--- src/rtl/score_keeper.sv ---
// Game bookkeeping for a maze game: BCD score, lives, level, remaining dots and game-phase FSM.
// All outputs registered; one vga_pix_clk from strobe to response. No backpressure; strobes are sampled every cycle.
module score_keeper #(
    parameter int CANDY_TOTAL  = 244,
    parameter int START_LIVES  = 3,
    parameter int DEATH_FRAMES = 120,
    parameter int CLEAR_FRAMES = 180
) (
    input  logic        vga_pix_clk,
    input  logic        rst_n,
    input  logic        frame_stb,
    input  logic        start_btn,
    input  logic        ate_candy_stb,
    input  logic        ate_power_cookie_stb,
    input  logic        pac_hit_stb,
    output logic [19:0] score_bcd,
    output logic [2:0]  lives,
    output logic [3:0]  level,
    output logic [7:0]  dots_left,
    output logic [2:0]  game_state,
    output logic        play_en,
    output logic        respawn_stb,
    output logic        map_reload_stb
);
    localparam int FC_MAX = (DEATH_FRAMES > CLEAR_FRAMES) ? DEATH_FRAMES : CLEAR_FRAMES;
    localparam int FC_W   = $clog2(FC_MAX + 1);

    typedef enum logic [2:0] {
        S_IDLE  = 3'd0,
        S_PLAY  = 3'd1,
        S_DYING = 3'd2,
        S_CLEAR = 3'd3,
        S_OVER  = 3'd4
    } state_t;

    state_t            state_q, state_d;
    logic [19:0]       score_q, score_d;
    logic [2:0]        lives_q, lives_d;
    logic [3:0]        level_q, level_d;
    logic [7:0]        dots_q, dots_d;
    logic [FC_W-1:0]   fc_q, fc_d;
    logic              bonus_q, bonus_d;
    logic              start_q, start_d;
    logic              play_en_q, play_en_d;
    logic              respawn_q, respawn_d;
    logic              map_reload_q, map_reload_d;

    logic        eat, last_eat, die_done, clr_done, start_rise, gain_life;
    logic [19:0] bcd_sum, score_next;
    logic [4:0]  dig;
    logic [3:0]  add_v;
    logic        carry;

    assign eat        = (state_q == S_PLAY) && (ate_candy_stb || ate_power_cookie_stb) && (dots_q != 8'd0);
    assign last_eat   = eat && (dots_q == 8'd1);
    assign die_done   = frame_stb && (fc_q == FC_W'(DEATH_FRAMES - 1));
    assign clr_done   = frame_stb && (fc_q == FC_W'(CLEAR_FRAMES - 1));
    assign start_rise = start_btn && !start_q;

    // Points land in the tens digit; a carry out of the top digit means saturation.
    always_comb begin
        bcd_sum = score_q;
        carry   = 1'b0;
        dig     = 5'd0;
        add_v   = ate_power_cookie_stb ? 4'd5 : 4'd1;
        for (int i = 1; i < 5; i++) begin
            dig = {1'b0, score_q[i*4 +: 4]} + {1'b0, add_v} + {4'd0, carry};
            if (dig > 5'd9) begin
                dig   = dig - 5'd10;
                carry = 1'b1;
            end else begin
                carry = 1'b0;
            end
            bcd_sum[i*4 +: 4] = dig[3:0];
            add_v = 4'd0;
        end
    end

    assign score_next = carry ? 20'h99990 : bcd_sum;
    assign gain_life  = !bonus_q && (score_q[19:16] == 4'd0) && (score_next[19:16] != 4'd0);

    always_ff @(posedge vga_pix_clk or negedge rst_n) begin
        if (!rst_n) state_q <= S_IDLE;
        else        state_q <= state_d;
    end

    always_comb begin
        state_d = state_q;
        case (state_q)
            S_IDLE:  if (start_btn) state_d = S_PLAY;
            S_PLAY: begin
                if (last_eat)         state_d = S_CLEAR;
                else if (pac_hit_stb) state_d = S_DYING;
            end
            S_DYING: if (die_done) state_d = (lives_q != 3'd0) ? S_PLAY : S_OVER;
            S_CLEAR: if (clr_done) state_d = S_PLAY;
            S_OVER:  if (start_rise) state_d = S_IDLE;
            default: state_d = S_IDLE;
        endcase
    end

    always_comb begin
        score_d      = score_q;
        lives_d      = lives_q;
        level_d      = level_q;
        dots_d       = dots_q;
        bonus_d      = bonus_q;
        start_d      = start_btn;
        respawn_d    = 1'b0;
        map_reload_d = 1'b0;
        play_en_d    = (state_d == S_PLAY);
        case (state_q)
            S_IDLE: if (state_d == S_PLAY) begin
                respawn_d    = 1'b1;
                map_reload_d = 1'b1;
                dots_d       = 8'(CANDY_TOTAL);
            end
            S_PLAY: begin
                if (eat) begin
                    score_d = score_next;
                    dots_d  = dots_q - 8'd1;
                    if (gain_life) begin
                        bonus_d = 1'b1;
                        lives_d = (lives_q == 3'd7) ? 3'd7 : lives_q + 3'd1;
                    end
                end
                if (state_d == S_DYING) lives_d = lives_d - 3'd1;
            end
            S_DYING: if (state_d == S_PLAY) respawn_d = 1'b1;
            S_CLEAR: if (clr_done) begin
                level_d      = (level_q == 4'd15) ? 4'd15 : level_q + 4'd1;
                dots_d       = 8'(CANDY_TOTAL);
                respawn_d    = 1'b1;
                map_reload_d = 1'b1;
            end
            S_OVER: if (start_rise) begin
                score_d = 20'd0;
                lives_d = 3'(START_LIVES);
                level_d = 4'd1;
                bonus_d = 1'b0;
                dots_d  = 8'(CANDY_TOTAL);
            end
            default: ;
        endcase
        // Timer restarts on every state entry and only runs in the timed states.
        if (state_d != state_q)
            fc_d = '0;
        else if (frame_stb && (state_q == S_DYING || state_q == S_CLEAR))
            fc_d = fc_q + 1'b1;
        else
            fc_d = fc_q;
    end

    always_ff @(posedge vga_pix_clk or negedge rst_n) begin
        if (!rst_n) begin
            score_q      <= 20'd0;
            lives_q      <= 3'(START_LIVES);
            level_q      <= 4'd1;
            dots_q       <= 8'(CANDY_TOTAL);
            fc_q         <= '0;
            bonus_q      <= 1'b0;
            start_q      <= 1'b0;
            play_en_q    <= 1'b0;
            respawn_q    <= 1'b0;
            map_reload_q <= 1'b0;
        end else begin
            score_q      <= score_d;
            lives_q      <= lives_d;
            level_q      <= level_d;
            dots_q       <= dots_d;
            fc_q         <= fc_d;
            bonus_q      <= bonus_d;
            start_q      <= start_d;
            play_en_q    <= play_en_d;
            respawn_q    <= respawn_d;
            map_reload_q <= map_reload_d;
        end
    end

    assign score_bcd      = score_q;
    assign lives          = lives_q;
    assign level          = level_q;
    assign dots_left      = dots_q;
    assign game_state     = state_q;
    assign play_en        = play_en_q;
    assign respawn_stb    = respawn_q;
    assign map_reload_stb = map_reload_q;
endmodule

--- config.mk ---
export PLATFORM = sky130hd
export DESIGN_NAME = score_keeper
export DESIGN_NICKNAME = d
export VERILOG_FILES = /design/src/rtl/score_keeper.sv
export SDC_FILE = /design/constraint.sdc
export NUM_CORES = 1
export LEC_CHECK = 0
export ABC_AREA = 0
export CORE_MARGIN = 2
export CORE_UTILIZATION = 49
export CTS_CLUSTER_SIZE = 40
export DETAILED_ROUTE_END_ITERATION = 8
export PLACE_DENSITY_LB_ADDON = 0.1
export SYNTH_ARGS = -nofsm -noshare
export SYNTH_HDL_FRONTEND = slang
export SYNTH_SLANG_ARGS = --single-unit
--- constraint.sdc ---
create_clock -name vga_pix_clk -period 5.8 [get_ports vga_pix_clk]
set_clock_uncertainty 0.2 [all_clocks]
set_input_delay 0.87 -clock vga_pix_clk [delete_from_list [all_inputs] [get_ports vga_pix_clk]]
set_output_delay 0.87 -clock vga_pix_clk [all_outputs]
set_load 0.01 [all_outputs]
# After elaboration in Yosys (flattened, before gate mapping)
# Cells that the tools add are included.
# totals
regBits,51
inputBits,7
word_cells,123
# op_classes
addsub,13
magnitude_cmp,4
n_eq_ne,18
muxes,47
n_reduce_logical,29
# op_table
operator,count
two-way mux 20 bit,3
two-way mux 8 bit,6
two-way mux 3 bit,14
case mux 20 bit (2 select lines),1
case mux 8 bit (4 select lines),1
two-way mux 4 bit,7
"> comparator 5 x 4 -> 1 bit, second input constant",4
"subtractor 4 bit, second input constant",4
adder 4 x 1 -> 5 bit,3
case mux 3 bit (5 select lines),1
"inequality test 2 bit, second input constant",6
"equality test 3 x 2 -> 1 bit, second input constant",3
logical AND 1 bit,9
two-way mux 1 bit,9
"adder 8 x 1 -> 8 bit, second input constant",1
"equality test 8 x 1 -> 1 bit, second input constant",1
"equality test 8 x 7 -> 1 bit, second input constant",1
"equality test 8 bit, second input constant",1
case mux 4 bit (2 select lines),1
AND reduction 4 bit,2
nonzero test 4 bit,2
nonzero test 8 bit,1
"subtractor 8 x 1 -> 8 bit, second input constant",1
"equality test 3 x 1 -> 1 bit, second input constant",2
19 further kinds,27

# Depth between registers and ports, before layout
# logic_depth
ltp_word,22
ltp_mapped,26
mapped_depth_nobuf,26

# Worst setup path after synthesis
# OpenSTA, ideal clock, no wires.
# synth_path
path_kind,in2reg
from,input port ate_power_cookie_stb
to,"register lives_q[1], in the netlist lives[1]"
setup_ps,73
arrival_time_ps,5949
path_slack_ps,-422
stages,24
cell_sequence,ha_1 -> xnor2_1 -> ha_1 -> o21ai_0 -> a31oi_1 -> inv_1 -> ha_1 -> ha_1 -> nand2b_1 -> a41oi_1 -> a21oi_1 -> ha_1 -> ha_1 -> inv_1 -> a21oi_1 -> o22a_1 -> ha_1 -> ha_1 -> nor3_1 -> nor4_4 -> mux2_4 -> ha_1 -> mux2_2 -> a21oi_1
# synth_via
elab_chain_cells,22
elab_cells_between_ends,31
classes_between,add/sub: 6; order compare: 4; eq/ne: 1; mux: 14; reduce/logical: 6
# synth_rtl
item,line,text
"start, declared",14,"input logic ate_power_cookie_stb,"
two-way mux 3 bit,65,add_v = ate_power_cookie_stb ? 4'd5 : 4'd1;
adder 4 x 3 -> 5 bit,67,"dig = {1'b0, score_q[i*4 +: 4]} + {1'b0, add_v} + {4'd0, carry};"
> comparator 5 x 4 -> 1 bit,68,if (dig > 5'd9) begin
two-way mux 1 bit,68,
adder 4 x 1 -> 5 bit,67,
> comparator 5 x 4 -> 1 bit,68,
two-way mux 1 bit,68,
adder 4 x 1 -> 5 bit,67,
[... 6 more ...],n/a,
nonzero test 4 bit,80,assign gain_life = !bonus_q && (score_q[19:16] == 4'd0) && (score_next[19:16] != 4'd0);
logical AND 1 bit,80,
two-way mux 3 bit,122,if (gain_life) begin
two-way mux 3 bit,119,if (eat) begin
two-way mux 3 bit,112,case (state_q)
subtractor 3 x 1 -> 3 bit,127,if (state_d == S_DYING) lives_d = lives_d - 3'd1;
two-way mux 3 bit (*),127,
case mux 3 bit (2 select lines) (*),112,
"end signal, assigned",157,lives_q <= 3'(START_LIVES);
"end signal, assigned",168,lives_q <= lives_d;
"end, declared",38,"logic [2:0] lives_q, lives_d;"
# Every way passes the cells marked *; elsewhere a longest branch is shown, timed or not. The select of a mux whose other input is x is not followed.
# A chain may end at the register's enable or synchronous reset.

# Worst setup path after layout
# Ends and elaborated chain as after synthesis.

==> metrics.txt <==
status complete, no violations; Starting Density 50.76%; Util after Layout 65.32%; GP Congestion 0.8796; Die H 82.55 um; initial antenna violation count 0; CP Max Fanout 4; CP Capture Type register; Final Max Tran Viols 0; Yosys cell types 58; ys flop type dfrtp_1; post-DP HPWL 5.235 mm; Max Cap Viol 0; switch share between 40% and 50%; sum of negative setup slack 0 ns; CTS HTree Levels 2; starting DRC count in detailed routing 132; P_int 0.9905 mW; die width 82.55 um; critical path buffer and inverter count 2; worst-case vdd ir drop 0.3181 mV; Setup CP Type input pin to register; Seq pwr share 32.2%; global-route wire length before repair 11.99 mm; die area 6814 sq um; Pleak 1.690 nW; logic gate share of total power a little over half; TritonCTS clock tree done; # diodes 0; Worst R2R Path Depth 24; Syn Area/Cell 9.133 sq um; Pwr per Cell Area approximately 430 nW/um^2; vias in the first global route 2,527; Top delay family on crit path adder cells; worst r2r dst lives[1]; Top cell by count, worst path ha_4; Synth Instances 331; largest net degree at the start of global routing between 40 and 50; fin nets 426; final hold slack between 0.2 and 0.3 ns; hold depth 1; CTS Buffer Depth 2; Hold Path Origin bonus_q; Tot Pwr 1.685 mW; final hold viol count 0; sequential area share after synthesis slightly below 40%; root buffer cell clkbuf_8; Core Region 5956 sq um; Hold Buf Count CTS 0; Hold Crit Class register to register; clock slew at reported path FFs 0.10 ns; reg2reg start score_bcd[4]; Synth-to-Final Area Change 28.68%; Max Freq 0.1838 GHz; Worst EP required between 5 and 6 ns; DRC 0; # setup viols final 0; number of clock buffers inserted by TritonCTS 5; fin area just under 4000 sq um; Post-DP Area 3751 sq um; RSZ-0062 raised after global routing no; GRT Total Usage 22.54%; switching power 0.6941 mW; Mapped Area 3023 sq um; flops & latches, synth between 40 and 50; Final WS setup 0.3598 ns; Slew @ Worst Pin 0.6352 ns; Post-synth EDFFs 0; total clock sinks 47; routed via count 2,692; WL/cell 15.32 um; Finished Layout Cells 474; overflow left after global routing 0; vias per cell 5.679; Worst setup SP type input pin; Max transition margin a little under three fifths; fin crit share around 94%; commonest cells after routing, fill and taps aside clkdlybuf4s50_1, dfrtp_1, nand2_1; Placed Cells 464; Clk pwr share 13.0%; R2R Setup Slk approximately 0.48 ns; fill count 531; Rows 28; DRT Wirelength 7.260 mm; clk_lat worst skew approximately 0.32 ns; crit path max-delay cell type mux2_4; I/O Buffers 43; CP peak stage delay 0.34 ns; yosys warns 0; I/O Pins 48; share of cells above drive strength 1 17.54%; antenna-violating nets left 0; hold endpoint bonus_q; Detailed Routing Iterations Pass 1 4; commonest non-fill, non-tap cell in the layout clkdlybuf4s50_1; post-placement setup slack -0.4272 ns; Async SR Flop Fraction 100.0%; minimum clock period ~5.4 ns; CP arrival ~5.5 ns
worst max path at each step:
stage                              start  cells after the start        to  slack (ns)
CTS                 ate_power_cookie_stb                     25  lives[1]        0.22
global placement    ate_power_cookie_stb                     26  lives[1]       -0.31
global route        ate_power_cookie_stb                     25  lives[1]        0.09
floorplan           ate_power_cookie_stb                     24  lives[1]       0.008
detailed placement  ate_power_cookie_stb                     25  lives[1]       -0.43
finish              ate_power_cookie_stb                     25  lives[1]        0.36
layer usage:
metal / wire, um / vias up / part of all wire (%) / track usage (%)
met5: 0 / - / 0 / 0
met4: 63 / 0 / 0.87 / 5.574
met3: 308 / 7 / 4.2 / 4.130
met2: 3472 / 65 / 48 / 36.85
met1: 3415 / 1300 / 47 / 30.90
li1: - / 1320 / - / -
synthesized netlist by cell type, types with 2 or more instances:
library cell	n	share of area, %
mux2i_1	4	1.3
o211ai_2	2	0.83
nand2b_1	5	1.0
a211oi_1	3	0.74
and3_1	6	1.2
xor2_1	5	1.4
nand3_1	15	2.5
or3_1	2	0.41
buf_2	2	0.33
a21oi_1	19	3.1
a31oi_1	5	1.0
ha_1	21	8.7
a41oi_1	4	1.2
buf_4	5	1.2
o21ai_1	2	0.33
clkbuf_1	5	0.62
a311o_1	2	0.66
nor2_1	28	3.5
a22o_1	6	1.7
dfstp_2	8	7.0
inv_1	17	2.1
nor2b_1	6	1.2
xnor2_1	11	3.2
o22ai_1	3	0.62
and4_1	3	0.87
o21bai_1	2	0.50
o31ai_1	5	1.2
dfrtp_1	39	32
o21ai_0	17	2.8
nand2_1	34	4.2
nor3_1	14	2.3
o41ai_1	2	0.58
a21o_1	4	0.99
layout make-up:
cell class	count	area [sq um]	share of cell area [%]
tap	75	93.84	2.412
multi-input combinational	257	1827	46.96
timing repair buffer	70	623.1	16.02
clock buffer	5	68.82	1.769
sequential	47	1186	30.49
inverter	17	63.81	1.640
clock inverter	3	27.53	0.7076
what timing repair did:
item | 4_1_cts | 5_1_grt
pin swaps | 3 | 10
endpoints found under the setup margin | 2 | 2
resized for setup | 1 | 8
setup buffers | 2 | 0
kinds of logic after synthesis:
| family | synth area share (%) |
|---|---|
| DFF | 39.24 |
| other | 0.1241 |
| xor gates and xnor gates | 4.636 |
| adders and majority gates | 8.692 |
| buffers and inverters | 4.677 |
| and+or+nand+nor | 21.73 |
| muxes | 2.194 |
| AOI/OAI and AO/OA | 18.71 |
registers in the layout, summed over array words and instances (netlist names):
| signal | count |
|---|---|
| score_bcd | 16 |
| dots_left | 8 |
| fc_q | 8 |
| level | 4 |
| game_state | 3 |
| lives | 3 |
| bonus_q | 1 |
| map_reload_stb | 1 |
| play_en | 1 |
| respawn_stb | 1 |
| start_q | 1 |
worst register-to-register path, stage by stage (launching register included):
cell and delay (ns):
dfrtp_1 0.48, ha_1 0.31, xnor2_4 0.20, ha_2 0.20, o21ai_0 0.08, a31oi_1 0.22, inv_1 0.11, ha_4 0.18
ha_4 0.27, nand2b_1 0.11, a41oi_2 0.12, a21oi_2 0.16, ha_2 0.22, ha_4 0.22, nor2_4 0.09, a41oi_1 0.05
o22a_1 0.22, ha_2 0.20, ha_4 0.27, nor3_2 0.05, nor4_4 0.32, mux2_4 0.34, ha_1 0.28, mux2_2 0.27
a21oi_2 0.11
power groups by stage:
stage | Combinational, mW | Clock [mW] | Sequential, mW
after floorplan | 0.541 | 0 | 0.540
after global placement | 0.867 | 0 | 0.539
after detailed placement | 0.892 | 0 | 0.543
after CTS | 0.907 | 0.225 | 0.538
after global routing | 1.03 | 0.240 | 0.558
final | 0.923 | 0.220 | 0.542
No activity file was read; power rests on OpenSTA's default activity.
